## src/rtl/freq_meas_pkg.sv

```systemverilog
// rtl/freq_meas_pkg.sv - shared types, defaults and helpers for the frequency measurement scheduler
package freq_meas_pkg;

  typedef enum logic [2:0] {
    IDLE,
    SELECT,
    SETTLE,
    COUNT,
    REPORT
  } meas_state_t;

  localparam int DEF_CLK_HZ        = 48_000_000;
  localparam int DEF_N_CH          = 4;
  localparam int DEF_WINDOW_CYCLES = DEF_CLK_HZ / 200;
  localparam int DEF_SETTLE_CYCLES = 4;
  localparam int DEF_CNT_W         = 14;
  localparam int DEF_TIMER_W       = 18;

  // Channel index width; never narrower than one bit.
  function automatic int CH_W(input int n);
    return (n <= 2) ? 1 : $clog2(n);
  endfunction

endpackage

```

## src/rtl/freq_meas_sched_edge_window_counter.sv

```systemverilog
// rtl/freq_meas_sched_edge_window_counter.sv - rising-edge detector with saturating pulse counter
module edge_window_counter #(
  parameter int CNT_W = 14
) (
  input  logic             clk,
  input  logic             reset,
  input  logic             sig_in,
  input  logic             clr,
  input  logic             arm,
  input  logic             en,
  output logic [CNT_W-1:0] count,
  output logic             ovf
);

  logic             prev_q, prev_d;
  logic [CNT_W-1:0] count_q, count_d;
  logic             ovf_q, ovf_d;
  logic             edge_det;

  // Edge detect, prev preload while armed or counting, saturating increment.
  always_comb begin
    edge_det = sig_in & ~prev_q;
    prev_d   = prev_q;
    count_d  = count_q;
    ovf_d    = ovf_q;
    if (arm || en) begin
      prev_d = sig_in;
    end
    if (clr) begin
      count_d = '0;
      ovf_d   = 1'b0;
    end else if (en && edge_det) begin
      if (&count_q) begin
        ovf_d = 1'b1;
      end else begin
        count_d = count_q + CNT_W'(1);
      end
    end
  end

  // Counter state registers.
  always_ff @(posedge clk or posedge reset) begin
    if (reset) begin
      prev_q  <= 1'b0;
      count_q <= '0;
      ovf_q   <= 1'b0;
    end else begin
      prev_q  <= prev_d;
      count_q <= count_d;
      ovf_q   <= ovf_d;
    end
  end

  assign count = count_q;
  assign ovf   = ovf_q;

endmodule

```

## src/rtl/freq_meas_sched.sv

```systemverilog
// rtl/freq_meas_sched.sv - round-robin scheduler sharing one edge-counting window among channels
module freq_meas_sched
  import freq_meas_pkg::*;
#(
  parameter int N_CH          = DEF_N_CH,
  parameter int WINDOW_CYCLES = DEF_WINDOW_CYCLES,
  parameter int SETTLE_CYCLES = DEF_SETTLE_CYCLES,
  parameter int CNT_W         = DEF_CNT_W,
  parameter int TIMER_W       = DEF_TIMER_W
) (
  input  logic                    clk,
  input  logic                    reset,
  input  logic [N_CH-1:0]         sq_in,
  input  logic [N_CH-1:0]         meas_req,
  output logic [N_CH-1:0]         meas_ack,
  output logic                    busy,
  output logic [CH_W(N_CH)-1:0]   active_ch,
  output logic                    result_valid,
  input  logic                    result_ready,
  output logic [CH_W(N_CH)-1:0]   result_ch,
  output logic [CNT_W-1:0]        result_count,
  output logic                    result_ovf
);

  localparam int CW = CH_W(N_CH);
  localparam logic [TIMER_W-1:0] SETTLE_LAST = TIMER_W'(SETTLE_CYCLES - 1);
  localparam logic [TIMER_W-1:0] WINDOW_LAST = TIMER_W'(WINDOW_CYCLES - 1);

  // First requester after 'last', wrapping; returns {found, index}.
  function automatic logic [CW:0] rr_pick(input logic [N_CH-1:0] req, input logic [CW-1:0] last);
    logic [CW:0] res;
    int          idx;
    res = '0;
    for (int i = N_CH; i >= 1; i--) begin
      idx = (int'(last) + i) % N_CH;
      if (req[CW'(idx)]) begin
        res = {1'b1, CW'(idx)};
      end
    end
    return res;
  endfunction

  meas_state_t      state_q, state_d;
  logic [TIMER_W-1:0] timer_q, timer_d;
  logic [N_CH-1:0]  sync1_q, sync1_d, sync2_q, sync2_d;
  logic [CW-1:0]    active_ch_q, active_ch_d;
  logic [CW-1:0]    last_ch_q, last_ch_d;
  logic [CW-1:0]    result_ch_q, result_ch_d;
  logic             result_valid_q, result_valid_d;
  logic             busy_q, busy_d;
  logic [N_CH-1:0]  meas_ack_q, meas_ack_d;
  logic [N_CH-1:0]  ack_mask;
  logic [CW:0]      pick;
  logic             cnt_clr, cnt_arm, cnt_en;

  // Sequencing of select/settle/count/report and the result handshake.
  always_comb begin
    sync1_d        = sq_in;
    sync2_d        = sync1_q;
    state_d        = state_q;
    timer_d        = timer_q;
    active_ch_d    = active_ch_q;
    last_ch_d      = last_ch_q;
    result_ch_d    = result_ch_q;
    result_valid_d = result_valid_q;
    meas_ack_d     = '0;
    cnt_clr        = 1'b0;
    cnt_arm        = 1'b0;
    cnt_en         = 1'b0;
    pick           = rr_pick(meas_req, last_ch_q);
    ack_mask       = '0;
    ack_mask[result_ch_q] = 1'b1;
    case (state_q)
      IDLE: begin
        if (|meas_req) state_d = SELECT;
      end
      SELECT: begin
        cnt_clr = 1'b1;
        timer_d = '0;
        if (pick[CW]) begin
          active_ch_d = pick[CW-1:0];
          state_d     = SETTLE;
        end else begin
          state_d = IDLE;
        end
      end
      SETTLE: begin
        cnt_arm = 1'b1;
        if (timer_q == SETTLE_LAST) begin
          timer_d = '0;
          state_d = COUNT;
        end else begin
          timer_d = timer_q + TIMER_W'(1);
        end
      end
      COUNT: begin
        cnt_en = 1'b1;
        if (timer_q == WINDOW_LAST) begin
          state_d        = REPORT;
          result_valid_d = 1'b1;
          result_ch_d    = active_ch_q;
        end else begin
          timer_d = timer_q + TIMER_W'(1);
        end
      end
      REPORT: begin
        if (result_ready) begin
          result_valid_d = 1'b0;
          meas_ack_d     = ack_mask;
          last_ch_d      = result_ch_q;
          state_d        = (|(meas_req & ~ack_mask)) ? SELECT : IDLE;
        end
      end
      default: state_d = IDLE;
    endcase
    busy_d = (state_d != IDLE);
  end

  // Scheduler state and registered outputs.
  always_ff @(posedge clk or posedge reset) begin
    if (reset) begin
      state_q        <= IDLE;
      timer_q        <= '0;
      sync1_q        <= '0;
      sync2_q        <= '0;
      active_ch_q    <= '0;
      last_ch_q      <= CW'(N_CH - 1);
      result_ch_q    <= '0;
      result_valid_q <= 1'b0;
      busy_q         <= 1'b0;
      meas_ack_q     <= '0;
    end else begin
      state_q        <= state_d;
      timer_q        <= timer_d;
      sync1_q        <= sync1_d;
      sync2_q        <= sync2_d;
      active_ch_q    <= active_ch_d;
      last_ch_q      <= last_ch_d;
      result_ch_q    <= result_ch_d;
      result_valid_q <= result_valid_d;
      busy_q         <= busy_d;
      meas_ack_q     <= meas_ack_d;
    end
  end

  edge_window_counter #(.CNT_W(CNT_W)) u_counter (
    .clk    (clk),
    .reset  (reset),
    .sig_in (sync2_q[active_ch_q]),
    .clr    (cnt_clr),
    .arm    (cnt_arm),
    .en     (cnt_en),
    .count  (result_count),
    .ovf    (result_ovf)
  );

  assign meas_ack     = meas_ack_q;
  assign busy         = busy_q;
  assign active_ch    = active_ch_q;
  assign result_valid = result_valid_q;
  assign result_ch    = result_ch_q;

endmodule

```

## config.mk

```make
export PLATFORM = sky130hd
export DESIGN_NAME = freq_meas_sched
export DESIGN_NICKNAME = d
export VERILOG_FILES = /design/src/rtl/freq_meas_pkg.sv /design/src/rtl/freq_meas_sched_edge_window_counter.sv /design/src/rtl/freq_meas_sched.sv
export SDC_FILE = /design/constraint.sdc
export NUM_CORES = 1
export LEC_CHECK = 0
export CAP_MARGIN = 20
export CELL_PAD_IN_SITES_DETAIL_PLACEMENT = 0
export CELL_PAD_IN_SITES_GLOBAL_PLACEMENT = 1
export CORE_MARGIN = 1
export CORE_UTILIZATION = 30
export CTS_BUF_LIST = sky130_fd_sc_hd__clkbuf_4 sky130_fd_sc_hd__clkbuf_8 sky130_fd_sc_hd__clkbuf_16
export CTS_CLUSTER_DIAMETER = 150
export DETAILED_ROUTE_END_ITERATION = 8
export HOLD_SLACK_MARGIN = 0.12
export PLACE_DENSITY_LB_ADDON = 0.2
export SLEW_MARGIN = 30
export SYNTH_ARGS = -nofsm -noshare
export SYNTH_HDL_FRONTEND = slang
export SYNTH_SLANG_ARGS = --single-unit
```

## constraint.sdc

```tcl
create_clock -name clk -period 2.65 [get_ports clk]
set_input_delay 0.3975 -clock clk [delete_from_list [all_inputs] [get_ports clk]]
set_output_delay 0.3975 -clock clk [all_outputs]
set_load 0.05 [all_outputs]
```

**Yosys cells after proc, flatten, opt, wreduce, memory -nomap -nowiden**

Cells that the tools add are included.

- Flip-flop bits (word level): 57
- Output and inout bits: 25
- Logic and storage cells: 103
- Input port bits: 11

- Eq/ne operators: 10
- Bitwise gates (word level): 4
- Multiplexer cells: 44
- Order comparisons: 7
- Add/subtract/negate cells: 6
- Reductions and logical operators: 19

Operators with widths:

| operator | number |
|---|---|
| $pmux 18 s3 | 1 |
| $mux 14 | 3 |
| $mux 18 | 2 |
| $mux 3 | 8 |
| $mux 1 | 19 |
| $add 18x1->18 const B | 1 |
| $eq 18x18->1 const B | 1 |
| $eq 18x2->1 const B | 1 |
| $lt 2x4->1 const B | 4 |
| $pmux 3 s5 | 1 |
| $add 14x1->14 const B | 1 |
| $reduce_and 14->1 | 1 |
| $reduce_and 2->1 | 6 |
| $bmux 1 s2 | 5 |
| $mux 4 | 2 |
| $ne 2x2->1 const B | 4 |
| $reduce_or 4->1 | 2 |
| $eq 3x2->1 const B | 2 |
| $lt 2x3->1 const B | 2 |
| $reduce_bool 2->1 | 3 |
| $reduce_bool 3->1 | 2 |
| $add 2x1->2 const B | 2 |
| $add 2x2->2 const B | 2 |
| $and 4x4->4 | 1 |
| 13 further kinds | 14 |

**Logic depth before layout (Yosys ltp)**

Gate-level depths: netlist (run 1).

- Depth after elaboration: 11
- Mapped depth: 8
- Gate-level depth less buffers: 6

**Hierarchy**

A second synthesis (run 1) with hierarchy kept.

- Cells, all modules: 294
- Area, all modules: 2956.6 µm²

Modules (own cells, without submodules):

| module | cells an instance | area each (µm²) | instances | seq. area each (µm²) |
|---|---|---|---|---|
| freq_meas_sched | 198 | 2016.9 | 1 | 1028.5 |
| edge_window_counter | 96 | 939.7 | 1 | 400.4 |

**Worst setup path before layout (run 1)**

OpenSTA, ideal clock, no wires.

- Path type: register to register
- Start point: register u_counter.count_q[0] (netlist: u_counter.count[0])
- End point: register u_counter.count_q[5] (netlist: u_counter.count[5])
- Clock period less this slack: 2162 ps
- Library setup time: 120 ps
- Slack: 488 ps
- Buffers on the path: 0
- Cell stages (with the launch flop): 7
- Arrival: 2042 ps
- Required time: 2530 ps
- Cells stage by stage: dfrtp_1 -> ha_1 -> and3_1 -> and4b_1 -> a21oi_1 -> a31oi_1 -> a41o_1

- Longest elaborated chain between the ends: 4
- Elaborated cells between the ends (all ways): 7
- Those cells by class: add/sub (1); eq/ne (1); mux (3); reduce/logical (2)

RTL lines:

| element | line | text |
|---|---|---|
| start, declared | freq_meas_sched_edge_window_counter.sv:16 | `logic [CNT_W-1:0] count_q, count_d;` |
| start signal, assigned | freq_meas_sched_edge_window_counter.sv:49 | `count_q <= count_d;` |
| $add 14x1->14 | freq_meas_sched_edge_window_counter.sv:36 | `count_d = count_q + CNT_W'(1);` |
| $mux 14 | freq_meas_sched_edge_window_counter.sv:33 | `if (&count_q) begin` |
| $mux 14 | freq_meas_sched_edge_window_counter.sv:32 | `end else if (en && edge_det) begin` |
| $mux 14 | freq_meas_sched_edge_window_counter.sv:29 | `if (clr) begin` |

Parallel ways exist; a longest one is shown, timed or not. The select of a mux whose other input is x is not followed.
A chain may end at the register's enable or synchronous reset.

**Worst setup path after layout (run 1)**

- Start point: register timer_q[9]
- End point: register timer_q[11]

- Longest elaborated chain between the ends: 3
- Elaborated cells between the ends (all ways): 8
- Those cells by class: add/sub (1); eq/ne (3); mux (3); reduce/logical (1)

RTL lines:

| element | line | text |
|---|---|---|
| start, declared | freq_meas_sched.sv:44 | `logic [TIMER_W-1:0] timer_q, timer_d;` |
| start signal, assigned | freq_meas_sched.sv:134 | `timer_q <= timer_d;` |
| $add 18x1->18, or another cell as far along | freq_meas_sched.sv:93, freq_meas_sched.sv:103 |  |
| $mux 18, or another cell as far along | freq_meas_sched.sv:98 | `if (timer_q == WINDOW_LAST) begin` |
| $pmux 18 s3 or $reduce_and 2->1 (tied branches) | -- |  |

Parallel ways exist; a longest one is shown, timed or not. The select of a mux whose other input is x is not followed.

==> metrics.md, run 1 <==
| Metric | Value |
|---|---|
| Outcome | `completed` |
| Hold_ws | `around 0.35 ns` |
| Initial antenna violation count | `0` |
| Setup TNS | `0 ns` |
| Setup Skew | `around 0.012 ns` |
| Clk sink count | `57` |
| Starting Density | `0.312` |
| Die area | `approximately 10000 um2` |
| Die span in y | `roughly 100 um` |
| Num rows | `35` |
| Final nets | `~350` |
| GRT overflow | `0` |
| Cell variety after synth | `57` |
| # resized after CTS | `0` |
| Initial drt markers | `120` |
| Maximum VDD drop | `~0.27 mV` |
| RR Startpoint | `timer_q[9]$_DFFE_PP0P_` |
| Hold Fails Final Rpt | `0` |
| Max-Cap Viols | `0` |
| Hold buffers post-CTS | `0` |
| Worst-Margin Slew | `0.687 ns` |
| Cell count after synthesis | `around 300` |
| Vias/cell | `just over 5` |
| Critical path type | `flop to flop` |
| Layout cells sized above 1 | `0.113` |
| Fin crit share | `0.833` |
| TritonCTS buffer count | `9` |
| Crit start category | `flop` |
| Core Footprint | `9280 um2` |
| Final setup viols | `0` |
| Net Count, Synth | `312` |
| Area Overhead vs Synth | `27.1%` |
| Worst-path clk slew | `0.07 ns` |
| Static Leak | `between 1.5 and 2 nW` |
| Crit Reg-Reg Endpoint | `timer_q[11]$_DFFE_PP0P_` |
| CTS tree | `done` |
| Post-synth ARST share | `1.00` |
| DRC Markers | `0` |
| Hold Path Origin | `sync1_q[0]$_DFF_PP0_` |
| Seq cells post-synth | `57` |
| I/O Buffers | `35` |
| Data required time of the critical path | `roughly 2.9 ns` |
| DR vias | `2404` |
| Peak Freq | `between 400 and 500 MHz` |
| Final setup margin | `0.443 ns` |
| Antenna diodes | `0` |
| Setup bufs post-CTS | `0` |
| Max FO, Critical Path | `19` |
| Placed Instance Area | `between 3000 and 4000 um2` |
| Pin count of the biggest net entering global routing | `30` |
| Commonest non-fill, non-tap cell in the layout | `dfrtp_1` |
| Layout filler cell count | `between 900 and 1000` |
| Pwr dens | `807 nW/um2` |
| EDFF count, synth | `0` |
| First-pass GRT wire length | `about 12000 um` |
| Total power | `2.97 mW` |
| WP data arrival | `2.43 ns` |
| Clock period minus final worst setup slack | `between 2 and 2.5 ns` |
| Syn Area/Cell | `approximately 9.7 um2` |
| Routability congestion estimate | `~0.74` |
| Die W | `~100 um` |
| I/O pin count | `36` |
| Root Driver | `clkbuf_8` |
| Hold depth | `0` |
| R2r setup slk | `between 0.4 and 0.5 ns` |
| CP endpoint kind | `flop` |
| Main synth FF type | `dfrtp_1` |
| Number of global-route vias before repair | `between 2000 and 2500` |
| Seq/Total Area, Yosys | `0.494` |
| Number of H-tree levels | `3` |
| Design Area, Final | `around 3700 um2` |
| Worst hold path type | `flop to flop` |
| RSZ-0062 raised after global routing | `false` |
| Max clock buf depth | `2` |
| Final Max Slew Viols | `0` |
| Mean routed wirelength per cell | `approximately 15 um` |
| Relative slew slack | `0.541` |
| Worst R2R Path Depth | `6` |
| Final wirelength | `approximately 7100 um` |
| Pre-CTS setup slack | `approximately 0.3 ns` |
| Number of routed nets with antenna violations | `0` |
| Hold endpoint | `sync2_q[0]$_DFF_PP0_` |
| DP HPWL | `about 4800 um` |
| Total track usage | `0.153` |
| Mapped cell area | `~2900 um2` |
| Most frequent cells in the layout | `55 x dfrtp_1, 35 x nand2_1, 35 x clkdlybuf4s50_1` |
| Yosys warns | `0` |
| Drt first pass iters | `4` |
| Insertion delay to the later sink of the worst-skew pair | `about 0.34 ns` |
==> logic make-up (layout without fill, tap and decap cells) <==
logic type	count (synthesis)	count (layout)	synth area share
multiplexers	5	5	0.0225
buffers and inverters	17	63	0.0264
AO/OA/AOI/OAI	65	65	0.156
XOR/XNOR	10	10	0.0303
AND/OR/NAND/NOR	143	143	0.263
adder cells (fa/ha/maj)	2	2	0.00864
flip-flops	57	57	0.494
==> Yosys cell counts, types with 3 or more instances <==
cell | count | area share
nor2b_1 | 5 | 0.011
nor2_1 | 30 | 0.039
xnor2_1 | 9 | 0.027
buf_4 | 3 | 0.0078
nor3_1 | 10 | 0.017
a211oi_1 | 4 | 0.010
o211ai_1 | 3 | 0.0078
a22o_1 | 5 | 0.015
o21ai_0 | 16 | 0.028
nor3b_1 | 4 | 0.010
inv_1 | 6 | 0.0078
dfrtp_1 | 55 | 0.48
or3_1 | 5 | 0.011
a31oi_1 | 5 | 0.011
nand2_1 | 35 | 0.045
a21oi_1 | 10 | 0.017
nand3_1 | 11 | 0.019
nand2b_1 | 7 | 0.015
nand4_1 | 5 | 0.011
and2_1 | 5 | 0.011
and4_1 | 3 | 0.0091
and3_1 | 6 | 0.013
nor4_1 | 4 | 0.0086
clkbuf_1 | 7 | 0.0091
==> report_power, final <==
| group | leakage (nW) | internal, mW | switching (mW) |
|---|---|---|---|
| Clock | 0.129 | 0.702 | 0.366 |
| Sequential | 0.736 | 0.979 | 0.138 |
| Combinational | 0.670 | 0.308 | 0.479 |
| Total | 1.54 | 1.99 | 0.983 |
==> how the worst max path moves through the flow <==
stage	from	endpoint
after detailed placement	meas_req[1]	busy$_DFF_PP0_
after floorplan	u_counter.count[0]$_DFFE_PP0P_	u_counter.count[5]$_DFFE_PP0P_
final	timer_q[9]$_DFFE_PP0P_	timer_q[11]$_DFFE_PP0P_
after global routing	timer_q[9]$_DFFE_PP0P_	timer_q[4]$_DFFE_PP0P_
after CTS	state_q[0]$_DFF_PP0_	timer_q[11]$_DFFE_PP0P_
after global placement	meas_req[1]	busy$_DFF_PP0_
==> registers in the layout (all words and copies together), names as in the netlist, 2 cells and up <==
signal / cells
sync2_q: 4
last_ch_q: 2
sync1_q: 4
timer_q: 18
u_counter.count: 14
active_ch: 2
state_q: 3
meas_ack: 4
result_ch: 2
==> cell type report <==
cell class	count	area, um2	share of cell area
clock buffer	12	165	0.0449
clock inverter	4	97.6	0.0265
inverter	6	22.5	0.00612
multi-input combinational	225	1400	0.379
sequential	57	1430	0.388
tap	129	161	0.0439
timing repair buffer	41	408	0.111
==> through the flow <==
stage,instances,utilization
final,474,0.396
after CTS,474,0.396
after global placement,458,0.367
after global routing,474,0.396
after floorplan,299,-
after detailed placement,458,0.367
==> worst max-delay path, stage by stage, from the launching register on <==
cell      delay, ns
dfrtp_1        0.42
or4_4          0.57
nand2b_4       0.16
o31ai_1        0.29
buf_4          0.27
o21ai_0        0.11
a22o_1         0.26
==> routing by layer <==
layer / wire length [um] / up-vias / share of wire / global-route usage
met2: 3070 / 39 / 0.44 / 0.230
li1: - / 1179 / - / -
met1: 3620 / 1173 / 0.51 / 0.210
met4: 122 / 0 / 0.017 / 0.0624
met3: 235 / 13 / 0.033 / 0.0383
met5: 0 / - / 0 / 0
(Power assumes the default switching activity.)
==> inputs of run 2 (changes only) <==
==> constraint.sdc (replaced) <==
create_clock -name clk -period 1.8 [get_ports clk]
set_input_delay 0.27 -clock clk [delete_from_list [all_inputs] [get_ports clk]]
set_output_delay 0.27 -clock clk [all_outputs]
set_load 0.05 [all_outputs]
==> metrics.md, run 2 (synthesized netlist as in run 1, its figures left out) <==
| Metric | Value |
|---|---|
| Outcome | `finished with violations` |
| Violated checks | `setup timing` |
| Vias/cell | `4.83 (-4.7%)` |
| Clock power frac | `0.270 (-0.089)` |
| Total track usage | `0.163 (+0.0102)` |
| I/O Buffers | `35 (unchanged)` |
| RSZ-0062 raised after global routing | `true` |
| Final setup viols | `22 (+22)` |
| Static Leak | `1.96 nW (+28%)` |
| Max-Cap Viols | `0 (unchanged)` |
| Peak Freq | `496 MHz (+9.5%)` |
| Most frequent cells in the layout | `87 x buf_4, 45 x dfrtp_1, 32 x nand2_1` |
| Die W | `100 um (unchanged)` |
| Die area | `10000 um2 (unchanged)` |
| Worst hold path type | `input pin to asynchronous set/reset pin` |
| Critical path type | `flop to flop` |
| Crit start category | `flop` |
| DRC Markers | `0 (unchanged)` |
| Final wirelength | `7750 um (+10%)` |
| Seq pwr share | `0.355 (-0.021)` |
| Switching Power | `1.62 mW (+65%)` |
| Register area | `1440 um2 (+0.88%)` |
| Layout cells sized above 1 | `0.379 (+0.266)` |
| Hold Fails Final Rpt | `0 (unchanged)` |
| Number of H-tree levels | `3 (unchanged)` |
| Pwr dens | `1040 nW/um2 (+29%)` |
| Relative slew slack | `0.659 (+0.118)` |
| Drt first pass iters | `5 (+1)` |
| Core Footprint | `9280 um2 (unchanged)` |
| Starting Density | `0.312 (unchanged)` |
| I/O pin count | `36 (unchanged)` |
| Data required time of the critical path | `2.01 ns (-0.86 ns)` |
| Mean routed wirelength per cell | `14.2 um (-4.5%)` |
| Max FO, Critical Path | `6 (-13)` |
| Insertion delay to the later sink of the worst-skew pair | `0.34 ns (about the same)` |
| Final nets | `425 (+20%)` |
| Layout filler cell count | `913 (-3.0%)` |
| Worst-path clk slew | `0.08 ns (about the same)` |
| Fin crit share | `1.12 (+0.287)` |
| CTS tree | `done` |
| Initial antenna violation count | `0 (unchanged)` |
| Most flops, register | `timer_q` |
| Area of the multi-input gates | `1540 um2 (+10%)` |
| Switching share of power | `0.359 (+0.0286)` |
| Setup Skew | `0.0126 ns (+0.000647 ns)` |
| Initial drt markers | `66 (-45%)` |
| Pin count of the biggest net entering global routing | `28 (-6.7%)` |
| Final Util | `0.466 (+0.0693)` |
| DP HPWL | `5590 um (+15%)` |
| Root Driver | `clkbuf_8` |
| Max reg flops | `18 (unchanged)` |
| GRT overflow | `0 (unchanged)` |
| TritonCTS buffer count | `9 (unchanged)` |
| Clk sink count | `57 (unchanged)` |
| WP data arrival | `2.23 ns (-0.20 ns)` |
| Number of routed nets with antenna violations | `0 (unchanged)` |
| Routability congestion estimate | `0.796 (+8.0%)` |
| Max clock buf depth | `2 (unchanged)` |
| Clock period minus final worst setup slack | `2.02 ns (-0.191 ns)` |
| Die span in y | `100 um (unchanged)` |
| DR vias | `2639 (+9.8%)` |
| Antenna diodes | `0 (unchanged)` |
| Placed Instance Area | `3970 um2 (+16%)` |
| Commonest non-fill, non-tap cell in the layout | `buf_4` |
| Num rows | `35 (unchanged)` |
| Setup TNS | `-3.12 ns (-3.12 ns)` |
| Final setup margin | `-0.216 ns (-0.659 ns)` |
| Int Pwr | `2.89 mW (+45%)` |
| Design Area, Final | `4320 um2 (+17%)` |
| First-pass GRT wire length | `12600 um (+6.5%)` |
| Maximum VDD drop | `0.350 mV (+28%)` |
| CP endpoint kind | `flop` |
| Number of global-route vias before repair | `2582 (+11%)` |
| Worst-Margin Slew | `0.509 ns (-0.178 ns)` |
| Area Overhead vs Synth | `49.3%` |
| Final Max Slew Viols | `0 (unchanged)` |
| Hold_ws | `0.212 ns (-0.137 ns)` |
| Combinational share of power | `0.376 (+0.111)` |
==> run 2: cell types whose count changed in the layout (fill, tap and decap cells not counted), moves of 3 or more <==
cell | before | now
nand2_1 | 35 | 32
buf_6 | 0 | 3
o21ai_0 | 16 | 9
clkbuf_8 | 12 | 9
buf_12 | 1 | 4
clkdlybuf4s50_1 | 35 | 15
dfrtp_2 | 0 | 10
buf_4 | 5 | 87
o21ai_1 | 0 | 6
dfrtp_1 | 55 | 45
==> run 2: path summary, 6_finish.rpt <==
check | start | to | slack (ns) | cells past startpoint
max | timer_q[9]$_DFFE_PP0P_ | busy$_DFF_PP0_ | -0.22 | 6
min | reset | u_counter.count[3]$_DFFE_PP0P_ | 0.21 | 2
max reg2reg | timer_q[9]$_DFFE_PP0P_ | busy$_DFF_PP0_ | -0.22 | 6
min reg2reg | sync1_q[3]$_DFF_PP0_ | sync2_q[3]$_DFF_PP0_ | 0.35 | 0
max in group asynchronous | reset | timer_q[10]$_DFFE_PP0P_ | 1.00 | 3
min in group clk | sync1_q[3]$_DFF_PP0_ | sync2_q[3]$_DFF_PP0_ | 0.35 | 0
==> run 2: cell type report <==
cell class / count / area share
multi-input combinational: 225 / 0.357
inverter: 6 / 0.00521
timing repair buffer: 113 / 0.221
tap: 129 / 0.0373
sequential: 57 / 0.333
clock buffer: 10 / 0.0304
clock inverter: 6 / 0.0156
==> run 2: per-stage QoR <==
step / std cells / total power [mW] / setup WS, ns
after floorplan: 299 / 2.58 / -0.221
after global placement: 522 / 3.23 / -0.251
after detailed placement: 522 / 3.27 / -0.262
after CTS: 542 / 4.55 / -0.224
after global routing: 546 / 4.79 / -0.327
final: 546 / 4.51 / -0.216
==> run 2: timing repair <==
| action | in CTS | in global routing |
|---|---|---|
| buffers inserted | 3 | 4 |
| pin swaps | 4 | 2 |
| gates cloned | 1 | 0 |
| endpoints found under the setup margin | 27 | 35 |
| resized for setup | 12 | 15 |
| hold buffers | 0 | 0 |
==> run 2: critical path, cell delays in order (launching register included) <==
cell     delay, ns
dfrtp_1       0.37
or4_4         0.57
nor4_4        0.14
buf_4         0.17
a21oi_1       0.07
a221o_1       0.27
or3_1         0.30
==> run 2: per-layer routing <==
layer | global-route usage | wire length [um]
met1 | 0.210 | 3760
met3 | 0.0306 | 202
met4 | 0.0713 | 123
met5 | 0 | 0
met2 | 0.267 | 3670
==> run 2: power by group through the flow <==
stage          Combinational (mW)  Clock (mW)  Sequential [mW]
2_1_floorplan               0.754           0             1.83
3_3_place_gp                 1.62           0             1.62
3_5_place_dp                 1.64           0             1.62
4_1_cts                      1.68        1.26             1.60
5_1_grt                      1.86        1.32             1.62
6_report                     1.69        1.22             1.60
